`src/rtl/spi_master.sv`:
```
// ---------------------------------------------------------------------------
// spi_master
//   Clock-divided SPI master for the FPGA-side SPI slave link. Each accepted
//   start request runs one full-duplex frame of FRAME_BITS bits, MSB first:
//   tx_data is shifted out on sdo and sdi is shifted into rx_data. The slave
//   samples on rising sck and updates its output on falling sck, so sdo is
//   changed only on falling sck (or at frame start) and sdi is sampled on the
//   same clk edge that raises sck.
//
// Parameters
//   FRAME_BITS : bits per frame (>= 2)
//   DIV        : sck half-period in clk cycles (>= 1)
//
// Ports
//   clk     in   system clock
//   reset   in   asynchronous active-low reset (0 = reset)
//   start   in   frame request, sampled only while idle
//   tx_data in   word to transmit, latched on the accepting edge
//   busy    out  high from the accepting edge until the done edge
//   done    out  one-clk pulse when rx_data holds a new word
//   rx_data out  last received word, held until the next done
//   sck     out  SPI clock, idle low
//   sdo     out  master-out data
//   sdi     in   slave-out data
// ---------------------------------------------------------------------------
module spi_master #(
  parameter int FRAME_BITS = 32,
  parameter int DIV        = 4
) (
  input  logic                  clk,
  input  logic                  reset,
  input  logic                  start,
  input  logic [FRAME_BITS-1:0] tx_data,
  output logic                  busy,
  output logic                  done,
  output logic [FRAME_BITS-1:0] rx_data,
  output logic                  sck,
  output logic                  sdo,
  input  logic                  sdi
);

  localparam int DW = (DIV > 1) ? $clog2(DIV) : 1;
  localparam int CW = $clog2(FRAME_BITS) + 1;
  localparam logic [DW-1:0] DIV_LAST = DW'(DIV - 1);
  localparam logic [CW-1:0] BIT_LAST = CW'(FRAME_BITS - 1);

  typedef enum logic [1:0] {
    IDLE,
    LOW,
    HIGH,
    TAIL
  } state_e;

  state_e                state_q, state_d;
  logic [DW-1:0]         div_q, div_d;
  logic [CW-1:0]         bit_q, bit_d;
  logic [FRAME_BITS-1:0] tx_q, tx_d;
  logic [FRAME_BITS-1:0] rx_shift_q, rx_shift_d;
  logic [FRAME_BITS-1:0] rx_data_q, rx_data_d;
  logic                  sck_q, sck_d;
  logic                  sdo_q, sdo_d;
  logic                  busy_q, busy_d;
  logic                  done_q, done_d;
  logic                  div_last;

  // Every phase (sck low, sck high, tail) lasts DIV clks; the divider marks
  // the last clk of the current phase.
  assign div_last = (div_q == DIV_LAST);

  // All outputs come straight from flops so sck and sdo are glitch-free.
  assign busy    = busy_q;
  assign done    = done_q;
  assign rx_data = rx_data_q;
  assign sck     = sck_q;
  assign sdo     = sdo_q;

  // Next-state logic. sdi is sampled on the edge that raises sck; the slave
  // only changes it on falling sck, so it is stable here without a
  // synchronizer. sdo is advanced on the edge that lowers sck, which gives
  // it DIV clks of setup and hold around each rising sck.
  always_comb begin
    state_d    = state_q;
    div_d      = div_q;
    bit_d      = bit_q;
    tx_d       = tx_q;
    rx_shift_d = rx_shift_q;
    rx_data_d  = rx_data_q;
    sck_d      = sck_q;
    sdo_d      = sdo_q;
    busy_d     = busy_q;
    done_d     = 1'b0;

    case (state_q)
      IDLE: begin
        div_d = '0;
        bit_d = '0;
        sdo_d = 1'b0;
        if (start) begin
          tx_d    = tx_data;
          sdo_d   = tx_data[FRAME_BITS-1];
          busy_d  = 1'b1;
          state_d = LOW;
        end
      end

      LOW: begin
        if (div_last) begin
          div_d      = '0;
          sck_d      = 1'b1;
          rx_shift_d = {rx_shift_q[FRAME_BITS-2:0], sdi};
          state_d    = HIGH;
        end else begin
          div_d = div_q + DW'(1);
        end
      end

      HIGH: begin
        if (div_last) begin
          div_d = '0;
          sck_d = 1'b0;
          bit_d = bit_q + CW'(1);
          if (bit_q == BIT_LAST) begin
            state_d = TAIL;
          end else begin
            tx_d    = tx_q << 1;
            sdo_d   = tx_q[FRAME_BITS-2];
            state_d = LOW;
          end
        end else begin
          div_d = div_q + DW'(1);
        end
      end

      TAIL: begin
        if (div_last) begin
          div_d     = '0;
          bit_d     = '0;
          rx_data_d = rx_shift_q;
          done_d    = 1'b1;
          busy_d    = 1'b0;
          sdo_d     = 1'b0;
          state_d   = IDLE;
        end else begin
          div_d = div_q + DW'(1);
        end
      end

      default: begin
        state_d = IDLE;
      end
    endcase
  end

  // State register; reset aborts any frame in flight without a done pulse.
  always_ff @(posedge clk or negedge reset) begin
    if (!reset) begin
      state_q    <= IDLE;
      div_q      <= '0;
      bit_q      <= '0;
      tx_q       <= '0;
      rx_shift_q <= '0;
      rx_data_q  <= '0;
      sck_q      <= 1'b0;
      sdo_q      <= 1'b0;
      busy_q     <= 1'b0;
      done_q     <= 1'b0;
    end else begin
      state_q    <= state_d;
      div_q      <= div_d;
      bit_q      <= bit_d;
      tx_q       <= tx_d;
      rx_shift_q <= rx_shift_d;
      rx_data_q  <= rx_data_d;
      sck_q      <= sck_d;
      sdo_q      <= sdo_d;
      busy_q     <= busy_d;
      done_q     <= done_d;
    end
  end

endmodule
```
`config.mk`:
```
export PLATFORM = sky130hd
export DESIGN_NAME = spi_master
export DESIGN_NICKNAME = d
export VERILOG_FILES = /design/src/rtl/spi_master.sv
export SDC_FILE = /design/constraint.sdc
export NUM_CORES = 1
export LEC_CHECK = 0
export CAP_MARGIN = 20
export CORE_AREA = 2 2 98 100
export DETAILED_ROUTE_END_ITERATION = 16
export DIE_AREA = 0 0 100 102
export PLACE_DENSITY = 0.78
export SYNTH_ARGS = -nofsm -noshare
export SYNTH_HDL_FRONTEND = slang
export SYNTH_SLANG_ARGS = --single-unit
```
`constraint.sdc`:
```
create_clock -name clk -period 2.45 [get_ports clk]
set_clock_uncertainty 0.2 [all_clocks]
set_input_delay 0.49 -clock clk [delete_from_list [all_inputs] [get_ports clk]]
set_output_delay 0.49 -clock clk [all_outputs]
set_load 0.05 [all_outputs]
```
After elaboration in Yosys (flattened, before gate mapping). Cells that the tools add are included.

Bits in registers: 109. Input port bits: 36. Logic and storage cells: 62. Output and inout bits: 36.

Add/sub/neg operators: 2. Reductions and logical operators: 14. Eq/ne operators: 10. Multiplexer cells: 26.

Operators by type and width (number): two-way mux 31 bit (3); case mux 31 bit (2 select lines) (1); case mux 6 bit (3 select lines) (1); two-way mux 2 bit (6); two-way mux 6 bit (2); AND reduction 4 bit (3); inequality test 2 bit (second input constant) (5); AND reduction 3 bit (3); two-way mux 1 bit (8); case mux 2 bit (4 select lines) (1); adder 6 x 1 -> 6 bit (second input constant) (1); == test 2 bit (second input constant) (3); == test 6 x 5 -> 1 bit (second input constant) (1); nonzero test 2 bit (3); case mux 1 bit (2 select lines) (2); case mux 2 bit (2 select lines) (1); AND reduction 2 bit (2); case mux 1 bit (3 select lines) (1); nonzero test 3 bit (1); OR reduction 3 bit (1); adder 2 x 1 -> 2 bit (second input constant) (1); == test 2 x 1 -> 1 bit (second input constant) (1); logical NOT 2 bit (1).

Depth between registers and ports, before layout. Gate-level depths: netlist of run 1.

Depth in word-level cells: 4. Mapped depth: 7. Depth with buffers taken out: 5.

Least setup slack after synthesis of run 1. OpenSTA, ideal clock, no wires.

Path type: flip-flop to flip-flop. Start point: reg state_q[0]. End point: reg tx_q[10]. Slack: 369 ps. Data required time: 2125 ps. Data arrival time: 1756 ps. Stages on the path, launching flop included: 7. Path through: dfrtp_1 > inv_1 > ha_1 > buf_4 > clkbuf_1 > mux2_2 > mux2_4.

Longest elaborated chain between the ends: 3. Elaborated cells between the ends (all ways): 8.

Ends and longest elaborated chain: from (decl) (line 54) `state_e state_q, state_d;`; from (signal assigned) (line 168) `state_q <= state_d;`; == test 2 bit / logical NOT 2 bit (equally long branches) (line 93) `case (state_q)`; inequality test 2 bit (no line) / nonzero test 2 bit (equally long branches); AND reduction 4 bit (no line); to (signal assigned) (line 171) `tx_q <= tx_d;`; to (decl) (line 57) `logic [FRAME_BITS-1:0] tx_q, tx_d;`.

Parallel ways exist; a longest one is shown, timed or not. A chain may end at the register's enable or synchronous reset.

Worst setup path in the final report of run 1.
Start point: reg busy_q, in the netlist busy. End point: out busy.

RTL lines: from (decl) (line 62) `logic busy_q, busy_d;`; from (signal assigned) (line 176) `busy_q <= busy_d;`; to (decl) (line 34) `output logic busy,`.

No word-level cell between the ends.

==> results.md, run 1 <==
* Routability cong. at just over 0.7
* Topmost layer with routed signal wires: met4
* Final setup viols at 0
* Register bit total from synthesis at 109
* Post-Syn Area per Cell at 15.2 µm²
* Failing checks: negative hold slack
* DR WL met3 at ~240 µm
* Most common cell after layout, fill and taps aside: dfrtp_1
* Inserted Clock Buffers at 9
* Post-Synthesis Net Count at between 300 and 400
* Post-synthesis sequential area ratio at 0.568
* Total routed wirelength at between 8000 and 9000 µm
* Slew @ Worst Pin at between 0.5 and 0.6 ns
* Area leader, netlist: dfrtp_1
* Clock Sinks at between 100 and 150
* Largest net degree at the start of global routing at 110
* Final setup TNS at 0 ns
* Final HPWL DP at 5400 µm
* Ys Warns at 0
* Antenna Cells at 0
* Fin nets at around 430
* Int Power at 4.02 mW
* Placed cells at 491
* Initial antenna violation count at 0
* Tot Pwr at slightly below 6 mW
* Final period utilization at 0.912
* GR Overflow Total at 0
* Combinational share of power at 0.407
* Switching portion of total power at 0.317
* Die height at slightly above 100 µm
* Initial Util at 0.527
* Worst reg2reg path endpoint: tx_q[11]
* Synth Instances at approximately 320
* Clock-pin slew on the worst setup and hold paths at ~0.11 ns
* DRT antenna net count at 0
* Total GRT Usage at 0.169
* Worst VDD drop at 0.513 mV
* RR Startpoint: state_q[0]
* Most frequent cells in the layout: dfrtp_1 (109), mux2_2 (97), clkdlybuf4s50_1 (70), mux2_4 (30), clkbuf_8 (10)
* CTS tree: built
* Port Buffer Count at between 70 and 80
* Top cell type's share of synthesized area at 0.568
* PwrDens at approximately 1000 nW/µm²
* Std-Cell Rows at 35
* CP endpoint kind: output port
* Final hold violations at 18
* R2R cell count at 6
* First-pass GRT wire length at ~13000 µm
* RSZ-0062 raised after global routing: no
* Hold Path Class: in -> async
* Outcome: finished with violations
* Residual DRC count at 0
* Area grow syn2layout at 22.3%
* Critical path class: reg -> out
* Synth cell types at 34
* Routed wl met2 at about 4000 µm
* Crit Path Max Fanout at 3
* DIE AREA at approximately 10000 µm²
* Cell family with most CP delay: buffers and inverters
* Number of fill cells at 695
* Postcts setup bufs at 0
* Non-filler cells in the finished layout at slightly above 500
* Clk pwr share at 0.178
* Worst path cell trace: clkdlybuf4s50_1
* M1 WL at around 3700 µm
* Max Cap Viol at 0
* Psw at ~1.9 mW
* Crit path required time at roughly 1.8 ns
* Critical Path AT at roughly 1.6 ns
* Vias in the first global route at ~2800
* Initial DRC count at 95
* WP buf/inv at 1
* Post-CTS Hold Fix Bufs at 0
* Final Max Slew Viols at 0
* Final min period at approximately 2.2 ns
* Share of layout cells above drive strength 1 at 0.389
* Sequential share of power at 0.416
* Critical-path top delay cell: clkdlybuf4s50_1
* H-tree depth at 3
* Clk root buf: clkbuf_8
* Post-DR wirelength/cell at around 16 µm
* Flop2flop setup slack at between 0.2 and 0.3 ns
* Number of gates resized after CTS at 0
* Async SR Flop Fraction at 1.00
* Slew HR at 0.621
* Max Fclk at around 0.45 GHz
* Via count at approximately 2700
* Worst-skew pair later-pin latency at 0.36 ns
* Post-synth top flop: dfrtp_1
* Fin Hold WS at -0.0314 ns
* EDFF count, synth at 0
* Mapped Area at 4800 µm²
* DR vias/cell at 5.34
* 1st-pass router iterations at 4
* Top cells by area, synth: dfrtp_1 (57%), mux2_2 (23%), mux2_4 (9.4%), ha_1 (1.8%), buf_2 (0.94%)
* Pleak at approximately 2.8 nW
* I/O pin cnt at a little over 70
* Nature of the critical path startpoint: flop
* Core area at slightly above 9000 µm²
* Chip width at 100 µm
* Crit-path max cell delay at between 0.8 and 0.9 ns
* Max Root-Sink Buffers at 2
==> cells in the mapped netlist, types with 2 or more instances <==
library cell and n:
a21oi_1 3, a32oi_1 2, and2_1 2, buf_2 9, buf_6 3, clkbuf_1 2
dfrtp_1 109, ha_1 7, inv_1 7, mux2_2 97, mux2_4 30, mux2i_1 2
nand2_1 8, nand2b_1 4, nand3_1 2, nand3b_1 2, nor2_1 2, nor2b_1 3
nor3_1 2, o21ai_0 4, o2bb2ai_1 2, o41ai_1 2
==> through the flow <==
step / area [µm²] / setup WS (ns) / util
floorplan: 4800 / 0.369 / -
global placement: 5680 / 0.142 / 0.624
detailed placement: 5680 / 0.115 / 0.624
CTS: 5870 / 0.183 / 0.645
global route: 5870 / 0.143 / 0.645
finish: 5870 / 0.215 / 0.645
==> power groups by stage <==
| stage | Sequential [mW] | Clock [mW] | Combinational (mW) |
|---|---|---|---|
| CTS | 2.45 | 1.09 | 2.42 |
| floorplan | 2.56 | 0 | 1.79 |
| global route | 2.50 | 1.16 | 2.59 |
| global placement | 2.47 | 0 | 2.35 |
| detailed placement | 2.48 | 0 | 2.42 |
| finish | 2.45 | 1.05 | 2.40 |
==> worst max path at each step <==
stage | startpoint | end | slack [ns] | cells after the start
final | busy | busy | 0.21 | 1
after floorplan | state_q[0] | tx_q[10] | 0.37 | 6
after global placement | start | tx_q[30] | 0.14 | 5
after CTS | rx_data[31] | rx_data[31] | 0.18 | 1
after detailed placement | start | tx_q[30] | 0.12 | 5
after global routing | state_q[0] | state_q[0] | 0.14 | 6
==> sequential cells by signal, summed over array words and instances, names as in the netlist <==
register    flops
div_q           2
rx_shift_q     32
busy            1
sck             1
bit_q           6
sdo             1
tx_q           31
state_q         2
rx_data        32
done            1
==> cell type report <==
| type | instances | area [µm²] | share of cell area |
|---|---|---|---|
| repair buffers | 79 | 831 | 0.141 |
| multi-input cells | 185 | 1960 | 0.333 |
| flip-flops and latches | 109 | 2730 | 0.464 |
| inverters | 7 | 26.3 | 0.00447 |
| clock buffers | 11 | 141 | 0.0241 |
| clock inverters | 5 | 50.0 | 0.00852 |
| well taps | 111 | 139 | 0.0236 |
==> kinds of logic after synthesis <==
family	synth area share
compound gates	0.0341
fa+ha+maj	0.0182
buf+inv	0.0250
flops	0.568
mux	0.325
simple gates	0.0294
==> layer usage <==
metal  global-route usage  vias to the layer above
li1                     -                     1274
met3               0.0294                       14
met1                0.230                     1366
met2                0.276                       53
met4               0.0601                        0
met5                    0                        -
No activity file was read; power rests on OpenSTA's default activity.
==> run 2: changes to the inputs <==
--- a/config.mk
+++ b/config.mk
@@ -9,6 +9,7 @@
 export CORE_AREA = 2 2 98 100
 export DETAILED_ROUTE_END_ITERATION = 16
 export DIE_AREA = 0 0 100 102
+export GPL_TIMING_DRIVEN = 0
 export PLACE_DENSITY = 0.78
 export SYNTH_ARGS = -nofsm -noshare
 export SYNTH_HDL_FRONTEND = slang
==> constraint.sdc (replaced) <==
create_clock -name clk -period 2.45 [get_ports clk]
set_clock_uncertainty 0.2 [all_clocks]
set_input_delay 0.49 -clock clk [delete_from_list [all_inputs] [get_ports clk]]
set_output_delay 0.49 -clock clk [all_outputs]
set_load 0.02 [all_outputs]
==> run 2 against run 1 <==
Net effect:
- the flow now finishes without violations
- sequential share of layout area rose by 0.11 points
- worst hold slack improved by 0.035 ns
- maximum frequency decreased by 4.9%
- clock power about the same
==> results.md, run 2 (synthesis results as in run 1) <==
* Nature of the critical path startpoint: flop (unchanged)
* Chip width at 100 µm (unchanged)
* Crit Path Max Fanout at 18 (was 3)
* First-pass GRT wire length at 14300 µm (was 13500 µm)
* Final Max Slew Viols at 0 (unchanged)
* PnR worst setup slack at 0.101 ns (was 0.215 ns)
* Worst path cell trace: inv_1 > ha_1 > buf_4 > nand3b_1 > o211a_2 > buf_6 > mux2_4 (was clkdlybuf4s50_1)
* Largest net degree at the start of global routing at 68 (was 110)
* Max Fclk at 0.426 GHz (was 0.447 GHz)
* Clk root buf: clkbuf_8 (unchanged)
* Critical Path AT at 2.41 ns (was 1.55 ns)
* Fin nets at 441 (was 434)
* Setup WS pre-CTS at 0.0902 ns (was 0.115 ns)
* GRT met1 Usage at 0.240 (was 0.230)
* Placed cell area at 5670 µm² (was 5680 µm²)
* Final min period at 2.35 ns (was 2.24 ns)
* Vias in the first global route at 2911 (was 2786)
* M3 GR Usage at 0.0342 (was 0.0294)
* M2 GR Usage at 0.287 (was 0.276)
* Non-filler cells in the finished layout at 514 (was 507)
* Post-CTS Hold Fix Bufs at 0 (unchanged)
* DIE AREA at 10200 µm² (unchanged)
* Crit path required time at 2.51 ns (was 1.76 ns)
* Max Root-Sink Buffers at 2 (unchanged)
* DR vias/cell at 5.35 (was 5.34)
* Crit-path max cell delay at 0.46 ns (was 0.82 ns)
* Pleak at 2.78 nW (about the same)
* Postcts setup bufs at 0 (unchanged)
* Residual DRC count at 0 (unchanged)
* Via count at 2748 (was 2707)
* Post-DR wirelength/cell at 16.3 µm (was 15.8 µm)
* Core area at 9110 µm² (unchanged)
* GR peak layer: met2 (unchanged)
* 1st-pass router iterations at 4 (unchanged)
* Worst VDD drop at 0.465 mV (was 0.513 mV)
* CP endpoint kind: flop (was output port)
* Final period utilization at 0.959 (was 0.912)
* Initial DRC count at 60 (was 95)
* Outcome: finished, final reports clean (was finished with violations)
* H-tree depth at 3 (unchanged)
* GR Overflow Total at 0 (unchanged)
* Slew HR at 0.437 (was 0.621)
* Final HPWL DP at 5760 µm (was 5400 µm)
* Critical path class: reg -> reg (was reg -> out)
* Final setup TNS at 0 ns (unchanged)
* Placed cells at 499 (was 491)
* PwrDens at 987 nW/µm² (was 1000 nW/µm²)
* Final hold violations at 0 (was 18)
* Total GRT Usage at 0.180 (was 0.169)
* Clock-pin slew on the worst setup and hold paths at 0.10 ns (was 0.11 ns)
* RSZ-0062 raised after global routing: no (unchanged)
* Clock Sinks at 109 (unchanged)
* Final setup viols at 0 (unchanged)
* Share of layout cells above drive strength 1 at 0.400 (was 0.389)
* Fin util at 0.643 (was 0.645)
* Port Buffer Count at 71 (unchanged)
* Routability cong. at 0.764 (was 0.716)
* Area grow syn2layout at 22.0% (was 22.3%)
* Inserted Clock Buffers at 9 (unchanged)
* Initial Util at 0.527 (unchanged)
* Initial antenna violation count at 0 (unchanged)
* CTS tree: built (unchanged)
* Die height at 102 µm (unchanged)
* Std-Cell Rows at 35 (unchanged)
* DRT antenna net count at 0 (unchanged)
* Slew @ Worst Pin at 0.844 ns (was 0.569 ns)
* Worst-skew pair later-pin latency at 0.37 ns (was 0.36 ns)
* Hold Path Class: in -> async (unchanged)
* Number of gates resized after CTS at 0 (unchanged)
* Max Cap Viol at 0 (unchanged)
* Most common cell after layout, fill and taps aside: dfrtp_1 (unchanged)
* Finished Cell Area at 5860 µm² (was 5870 µm²)
* Antenna Cells at 0 (unchanged)
* Total routed wirelength at 8400 µm (was 8020 µm)
* I/O pin cnt at 72 (unchanged)
* Critical-path top delay cell: dfrtp_1 (was clkdlybuf4s50_1)
* Most frequent cells in the layout: dfrtp_1 (109), mux2_2 (97), clkdlybuf4s50_1 (70), mux2_4 (30) (was dfrtp_1 (109), mux2_2 (97), clkdlybuf4s50_1 (70), mux2_4 (30), clkbuf_8 (10))
-- run 2: changes by cell type in the layout (fill, tap and decap cells not counted), moves of 2 or more --
| cell | delta |
|---|---|
| inv_8 | -2 |
| buf_2 | +9 |
| clkinv_4 | +2 |
| buf_12 | -4 |
| buf_6 | +3 |
| buf_4 | -2 |
-- run 2: critical path: cells and delay by family, from the launching register on --
family	cells	cell delay [ns]
muxes	1	0.30
and+or+nand+nor	1	0.18
adders and majority gates	1	0.16
AOI/OAI and AO/OA	1	0.33
DFF	1	0.46
buffers and inverters	3	0.60
-- run 2: routing by layer --
layer	part of all wire	up-vias
li1	-	1297
met1	0.46	1385
met2	0.48	53
met3	0.026	13
met4	0.025	0
met5	0	-
-- run 2: final cells by class --
| class | instances | area (µm²) |
|---|---|---|
| Timing Repair Buffer | 72 | 728 |
| Tap cell | 111 | 139 |
| Clock buffer | 9 | 124 |
| Sequential cell | 109 | 2730 |
| Multi-Input combinational cell | 185 | 1960 |
| Buffer | 14 | 91.3 |
| Fill cell | 689 | 3250 |
| Clock inverter | 7 | 67.6 |
| Inverter | 7 | 26.3 |
-- run 2: path summary, 6_finish.rpt --
check	start	to	slack [ns]	cells past startpoint
setup / recovery	state_q[0]	tx_q[11]	0.10	7
hold / removal	reset	tx_q[28]	0.004	1
setup reg to reg	state_q[0]	tx_q[11]	0.10	7
hold reg to reg	div_q[0]	div_q[0]	0.24	1
max in group asynchronous	reset	rx_data[17]	1.34	2
min in group clk	div_q[0]	div_q[0]	0.24	1
-- run 2: metrics by stage --
step	total power, mW	hold slack (ns)
after floorplan	4.25	-0.00559
after global placement	4.70	0.223
after detailed placement	4.79	0.233
after CTS	5.85	0.0346
after global routing	6.12	0.0637
final	5.78	0.00391
-- run 2: power breakdown --
part / switching, mW / internal [mW]
clock: 0.641 / 0.395
combinational: 0.942 / 1.36
sequential: 0.237 / 2.21
total: 1.82 / 3.96
